### src/rtl/arp_frame_gen_if.sv
// AXI-Stream byte-lane bus (32-bit data, 4 keep bits) carrying generated Ethernet frames.
interface arp_frame_gen_if;
    logic [31:0] tdata;
    logic [3:0]  tkeep;
    logic        tvalid;
    logic        tready;
    logic        tlast;
    logic        tuser;

    modport master (
        output tdata, tkeep, tvalid, tlast, tuser,
        input  tready
    );

    modport slave (
        input  tdata, tkeep, tvalid, tlast, tuser,
        output tready
    );
endinterface

### src/rtl/arp_frame_gen.sv
// ARP request frame source on AXI-Stream; periodic or one-shot.
// Define ARP_GEN_PAD_EN to zero-pad the frame to 60 bytes (15 words) instead of 42 bytes (11 words).
module arp_frame_gen #(
    parameter int          INTERVAL = 62500,
    parameter logic [47:0] SRC_MAC  = 48'h00e04c68a1bd,
    parameter logic [31:0] SRC_IP   = 32'hc0a80181,
    parameter logic [31:0] DST_IP   = 32'hc0a8010a
) (
    input  logic               clk,
    input  logic               rst,
    input  logic               enable,
    input  logic               trigger,
    arp_frame_gen_if.master    m_axis,
    output logic               busy,
    output logic [15:0]        frame_count
);

`ifdef ARP_GEN_PAD_EN
    localparam logic [3:0] LAST_IDX  = 4'd14;
    localparam logic [3:0] LAST_KEEP = 4'hf;
`else
    localparam logic [3:0] LAST_IDX  = 4'd10;
    localparam logic [3:0] LAST_KEEP = 4'h3;
`endif

    localparam logic [31:0] INTERVAL_LD = 32'(INTERVAL);

    // Wire-order byte stream; first byte sits in the top bits.
    localparam logic [335:0] ARP_BYTES = {
        48'hffffffffffff, SRC_MAC, 16'h0806,
        16'h0001, 16'h0800, 8'h06, 8'h04, 16'h0001,
        SRC_MAC, SRC_IP, 48'h000000000000, DST_IP
    };
    localparam logic [511:0] FRAME_BYTES = {ARP_BYTES, 176'h0};

    // Byte n of the frame lands on lane n%4 of word n/4.
    logic [15:0][31:0] word_rom;
    for (genvar gi = 0; gi < 16; gi++) begin : g_word
        assign word_rom[gi] = {
            FRAME_BYTES[511 - 8*(4*gi + 3) -: 8],
            FRAME_BYTES[511 - 8*(4*gi + 2) -: 8],
            FRAME_BYTES[511 - 8*(4*gi + 1) -: 8],
            FRAME_BYTES[511 - 8*(4*gi + 0) -: 8]
        };
    end

    typedef enum logic {IDLE, SEND} state_t;

    state_t      state_reg;
    logic [3:0]  idx_reg;
    logic [31:0] cnt_reg;
    logic        pending_reg;
    logic [31:0] tdata_reg;
    logic [3:0]  tkeep_reg;
    logic        tvalid_reg;
    logic        tlast_reg;
    logic        busy_reg;
    logic [15:0] count_reg;

    logic [3:0]  idx_next;
    logic        handshake;

    assign idx_next  = idx_reg + 4'd1;
    assign handshake = tvalid_reg & m_axis.tready;

    always_ff @(posedge clk) begin
        if (rst) begin
            state_reg   <= IDLE;
            idx_reg     <= '0;
            cnt_reg     <= INTERVAL_LD;
            pending_reg <= 1'b0;
            tdata_reg   <= '0;
            tkeep_reg   <= '0;
            tvalid_reg  <= 1'b0;
            tlast_reg   <= 1'b0;
            busy_reg    <= 1'b0;
            count_reg   <= '0;
        end else begin
            case (state_reg)
                IDLE: begin
                    // A trigger coinciding with expiry folds into the same start.
                    if (pending_reg || trigger || (enable && cnt_reg == '0)) begin
                        state_reg   <= SEND;
                        idx_reg     <= '0;
                        pending_reg <= 1'b0;
                        cnt_reg     <= INTERVAL_LD;
                        tdata_reg   <= word_rom[0];
                        tkeep_reg   <= 4'hf;
                        tvalid_reg  <= 1'b1;
                        tlast_reg   <= 1'b0;
                        busy_reg    <= 1'b1;
                    end else if (enable) begin
                        cnt_reg <= cnt_reg - 32'd1;
                    end
                end
                SEND: begin
                    if (trigger) begin
                        pending_reg <= 1'b1;
                    end
                    if (handshake) begin
                        if (tlast_reg) begin
                            state_reg  <= IDLE;
                            cnt_reg    <= INTERVAL_LD;
                            tdata_reg  <= '0;
                            tkeep_reg  <= '0;
                            tvalid_reg <= 1'b0;
                            tlast_reg  <= 1'b0;
                            busy_reg   <= 1'b0;
                            count_reg  <= count_reg + 16'd1;
                        end else begin
                            idx_reg   <= idx_next;
                            tdata_reg <= word_rom[idx_next];
                            tkeep_reg <= (idx_next == LAST_IDX) ? LAST_KEEP : 4'hf;
                            tlast_reg <= (idx_next == LAST_IDX);
                        end
                    end
                end
                default: state_reg <= IDLE;
            endcase
        end
    end

    assign m_axis.tdata  = tdata_reg;
    assign m_axis.tkeep  = tkeep_reg;
    assign m_axis.tvalid = tvalid_reg;
    assign m_axis.tlast  = tlast_reg;
    assign m_axis.tuser  = 1'b0;
    assign busy          = busy_reg;
    assign frame_count   = count_reg;

endmodule
### src/flat_wrapper.sv
// flat-port wrapper written by rule: the top's interface ports become plain ports
module arp_frame_gen_flat 
#(
    parameter int          INTERVAL = 62500,
    parameter logic [47:0] SRC_MAC  = 48'h00e04c68a1bd,
    parameter logic [31:0] SRC_IP   = 32'hc0a80181,
    parameter logic [31:0] DST_IP   = 32'hc0a8010a
)
  (clk, rst, enable, trigger, busy, frame_count, m_axis_tdata, m_axis_tkeep, m_axis_tvalid, m_axis_tlast, m_axis_tuser, m_axis_tready);
  arp_frame_gen_if m_axis_i ();
  input  logic clk;
  input  logic rst;
  input  logic enable;
  input  logic trigger;
  output logic busy;
  output logic [15:0] frame_count;
  output wire logic [$bits(m_axis_i.tdata)-1:0] m_axis_tdata;
  output wire logic [$bits(m_axis_i.tkeep)-1:0] m_axis_tkeep;
  output wire logic [$bits(m_axis_i.tvalid)-1:0] m_axis_tvalid;
  output wire logic [$bits(m_axis_i.tlast)-1:0] m_axis_tlast;
  output wire logic [$bits(m_axis_i.tuser)-1:0] m_axis_tuser;
  input wire logic [$bits(m_axis_i.tready)-1:0] m_axis_tready;
  assign m_axis_tdata = m_axis_i.tdata;
  assign m_axis_tkeep = m_axis_i.tkeep;
  assign m_axis_tvalid = m_axis_i.tvalid;
  assign m_axis_tlast = m_axis_i.tlast;
  assign m_axis_tuser = m_axis_i.tuser;
  assign m_axis_i.tready = m_axis_tready;
  arp_frame_gen #(.INTERVAL(INTERVAL), .SRC_MAC(SRC_MAC), .SRC_IP(SRC_IP), .DST_IP(DST_IP)) u_core (.clk(clk), .rst(rst), .enable(enable), .trigger(trigger), .m_axis(m_axis_i), .busy(busy), .frame_count(frame_count));
endmodule
### config.mk
export PLATFORM = sky130hd
export DESIGN_NAME = arp_frame_gen_flat
export DESIGN_NICKNAME = d
export VERILOG_FILES = /design/src/rtl/arp_frame_gen_if.sv /design/src/rtl/arp_frame_gen.sv /design/src/flat_wrapper.sv
export SDC_FILE = /design/constraint.sdc
export NUM_CORES = 1
export LEC_CHECK = 0
export ABC_AREA = 1
export CAP_MARGIN = 20
export CORE_ASPECT_RATIO = 1.25
export CORE_MARGIN = 2
export CORE_UTILIZATION = 30
export CTS_CLUSTER_DIAMETER = 30
export CTS_CLUSTER_SIZE = 14
export DETAILED_ROUTE_END_ITERATION = 16
export PLACE_DENSITY = 0.49
export SLEW_MARGIN = 15
export SYNTH_ARGS = -nofsm -noshare
export SYNTH_HDL_FRONTEND = slang
export SYNTH_SLANG_ARGS = --single-unit
### constraint.sdc
create_clock -name clk -period 5.2 [get_ports clk]
set_clock_uncertainty 0.15 [all_clocks]
set_input_delay 1.04 -clock clk [delete_from_list [all_inputs] [get_ports clk]]
set_output_delay 1.04 -clock clk [all_outputs]
set_load 0.02 [all_outputs]
==> impl_metrics.py <==
metrics = {
    "synthesis": {
        "postSynthNetCount": 663,
        "netlist.area_leader.share": 0.3515,
        "sequential_cell_area_fraction_in_the_yosys_report": 0.3515,
        "ys_async_sr_fraction": 0,
        "average_cell_area_after_synthesis_sq_um": 6.825,
        "synthesis.yosys.warnings": 0,
        "top_cells_by_area_synth": "dfxtp_1 (35%), nand2_1 (10%), nor2_1 (9.1%)",
        "post_synth_instance_area_sq_mm": 0.004443,
        "synth_top_cell_by_area": "dfxtp_1",
        "syn-instance-count": 651,
        "ys_dominant_reg_cell": "dfxtp_1",
        "distinct_cell_type_count_after_synthesis": 43,
        "ys_ff_latch": 78,
        "number_of_synthesized_flops_with_an_enable_pin": 0,
    },
    "clock_tree": {
        "post-cts-setup-buffers": 0,
        "clk_pin_slew_ns": 0.06,
        "ctsResizeCount": 0,
        "cts.sinks": 78,
        "worstSkewPairLatency_ns": 0.35,
        "cts_made_buffers": 9,
        "cts_root_buf": "clkbuf_16",
        "cts-hold-fix-buffers": 0,
        "htree_levels": 3,
        "cts.path.max_buffers": 2,
        "cts_tree": "done",
    },
    "final_layout": {
        "postLayoutCoreUtil": 0.3706,
        "num-fill-cells": 1518,
        "final_nets": 701,
        "seqCellArea_sq_mm": 0.001562,
        "synthToLayoutAreaGrowth_pct": 20.19,
        "post_route_cells_drive_above_1_share": 0.09222,
        "multi_input_area_sq_mm": 0.002332,
        "flip_flop_count_of_the_largest_register_all_copies_and_words_added": 32,
        "diodes": 0,
    },
    "global_route": {
        "via_count_of_the_first_global_routing_pass": 3993,
        "number_of_antenna_violations_at_the_first_check_in_global_routing": 0,
        "grt_start_max_net_pins": 26,
        "global_route.usage.total": 0.1529,
        "grt_first_pass_wirelength_mm": 19.53,
        "globalRoute.totalOverflow": 0,
    },
    "timing": {
        "fmax_mhz": 343.1,
        "report.final.hold_viol_count": 0,
        "final_min_period_over_clock_period": 0.5605,
        "tns_ns": 0,
        "grt_setup_unrepaired": "no",
        "timing_worst_slew_pin_value_ns": 0.8490,
        "finalWorstPathRequiredPeriod_ns": 2.915,
        "report.final.slew_viol_count": 0,
        "maxSlewHeadroom": 0.4334,
        "finish_stage_setup_viols": 0,
    },
    "routing": {
        "drt_drc_violations_left": 0,
        "wire_per_inst_um": 13.74,
        "via_per_inst": 4.835,
        "ant_nets_after_route": 0,
        "vias": 4216,
        "first_iter_violations": 204,
        "detail_route.wirelength_mm": 11.98,
        "drt-pass1-iter-count": 6,
    },
    "critical_path": {
        "worstPathMaxFanout": 24,
        "endpoint_kind": "flop",
        "crit_required_ns": 5.32,
        "cp-start-kind": "input port",
        "worstPathArrival_ns": 3.03,
        "setup.worst_path.class": "input port to flop",
        "crit_path_cell_trace": "clkdlybuf4s50_1 > nand2_2 > o21ai_1 > nand2_2 > inv_2 > nand2_1 > inv_1 > a21oi_1 > nor3_1",
        "max_stage_delay_ns": 0.55,
        "crit_path_frequent_cell": "nand2_2",
        "cp_slowest_cell": "clkdlybuf4s50_1",
    },
    "die": {
        "io_pins": 61,
        "floorplan.initialDensity": 0.3084,
        "floorplan.die.width_um": 112.9,
        "die_area_sq_mm": 0.01581,
        "core_area_sq_mm": 0.01441,
        "die_height_um": 140.1,
        "placementRows": 49,
    },
    "place": {
        "globalplace.congestion": 0.8691,
        "io_buffers": 59,
        "place.detailed.hpwl_mm": 8.808,
    },
    "power_and_ir_drop": {
        "vdd_drop_max_mv": 0.1818,
        "cellPowerDensity_mw_per_mm2": 291.0,
        "power.leakage_nw": 2.256,
    },
    "hold_path": {
        "hp-class": "flop to flop",
    },
    "job": {
        "maxCapViolations": 0,
    },
    "run_status": {
        "outcome": "completed",
    },
}
Yosys cell counts, types with 2 or more instances:
cell,instances
nor2_4,3
nand2_4,3
clkbuf_1,4
nand4_1,12
nor3_2,3
inv_2,4
buf_2,5
nand3b_1,2
nor3_1,20
nand2_2,6
a31oi_1,5
nand3_1,47
dfxtp_1,78
a21oi_1,36
o21ai_1,5
inv_1,79
buf_6,5
ha_1,7
nand2_1,119
nor2_2,13
nor3b_1,3
o21bai_1,10
and2_1,2
o21ai_0,28
buf_4,17
nand3_2,2
xor2_1,2
nand3_4,2
nor3b_2,7
buf_1,2
nor2_1,108
worst max-delay path: cells and delay by family:
| family | cells | cell delay, ns |
|---|---|---|
| compound gates | 2 | 0.25 |
| buf+inv | 3 | 1.10 |
| simple gates | 4 | 0.64 |
report_power, final:
group / switching, mW / internal, mW
sequential: 0.0221 / 0.623
combinational: 0.151 / 0.0943
clock: 0.275 / 0.388
total: 0.448 / 1.11
worst paths after layout:
| path | startpoint | end | slack (ns) | cells after the start |
|---|---|---|---|---|
| setup / recovery | m_axis_tready | u_core.cnt_reg[24] | 2.29 | 9 |
| hold / removal | u_core.cnt_reg[2] | u_core.cnt_reg[2] | 0.31 | 2 |
| setup reg to reg | u_core.m_axis.tlast | u_core.cnt_reg[24] | 2.87 | 8 |
| hold reg to reg | u_core.cnt_reg[2] | u_core.cnt_reg[2] | 0.31 | 2 |
metal layers:
metal | up-vias | share of wire | GRT usage
li1 | 2156 | - | -
met1 | 1961 | 0.44 | 0.1791
met2 | 84 | 0.51 | 0.2704
met3 | 15 | 0.038 | 0.03548
met4 | 0 | 0.016 | 0.05584
met5 | - | 0 | 0
placed cells by master (no fill, tap or decap), types with 3 or more instances in the layout:
cell type          n
nor3b_1            3
dfxtp_1           78
nor2_2            13
inv_1             79
nor2_1           108
clkdlybuf4s50_1   59
clkbuf_16          9
inv_2              4
o21bai_1          10
o21ai_1            5
nand2_2            6
nor3_1            20
a21oi_1           36
nor3b_2            7
a31oi_1            5
nand4_1           12
nand2_4            3
ha_1               7
o21ai_0           28
nor2_4             3
nand2_1          119
nand3_1           47
nor3_2             3
cells by family after synthesis:
group	share of synthesized area
buffers and inverters	0.1236
and+or+nand+nor	0.3836
AOI/OAI and AO/OA	0.1149
adders and majority gates	0.01971
other	0.0008440
xor gates and xnor gates	0.005915
DFF	0.3515
per-stage QoR:
step	hold WS [ns]	std cells	setup slack [ns]	power, mW	instance area, sq um
final	0.3064	872	2.285	1.554	5340
after global routing	0.3287	872	2.090	1.626	5340
after CTS	0.3129	872	2.292	1.579	5340
after detailed placement	0.2989	856	1.921	0.9053	5032
after global placement	0.2920	856	2.019	0.9042	5032
after floorplan	0.2750	651	3.005	0.8296	4443
area by class of cell:
class,count,share of cell area
Sequential cell,78,0.2924
Clock buffer,10,0.04475
Tap cell,178,0.04171
Inverter,84,0.05951
Clock inverter,6,0.01289
Timing Repair Buffer,60,0.1120
Multi-Input combinational cell,456,0.4367
No activity file was read; power rests on OpenSTA's default activity.
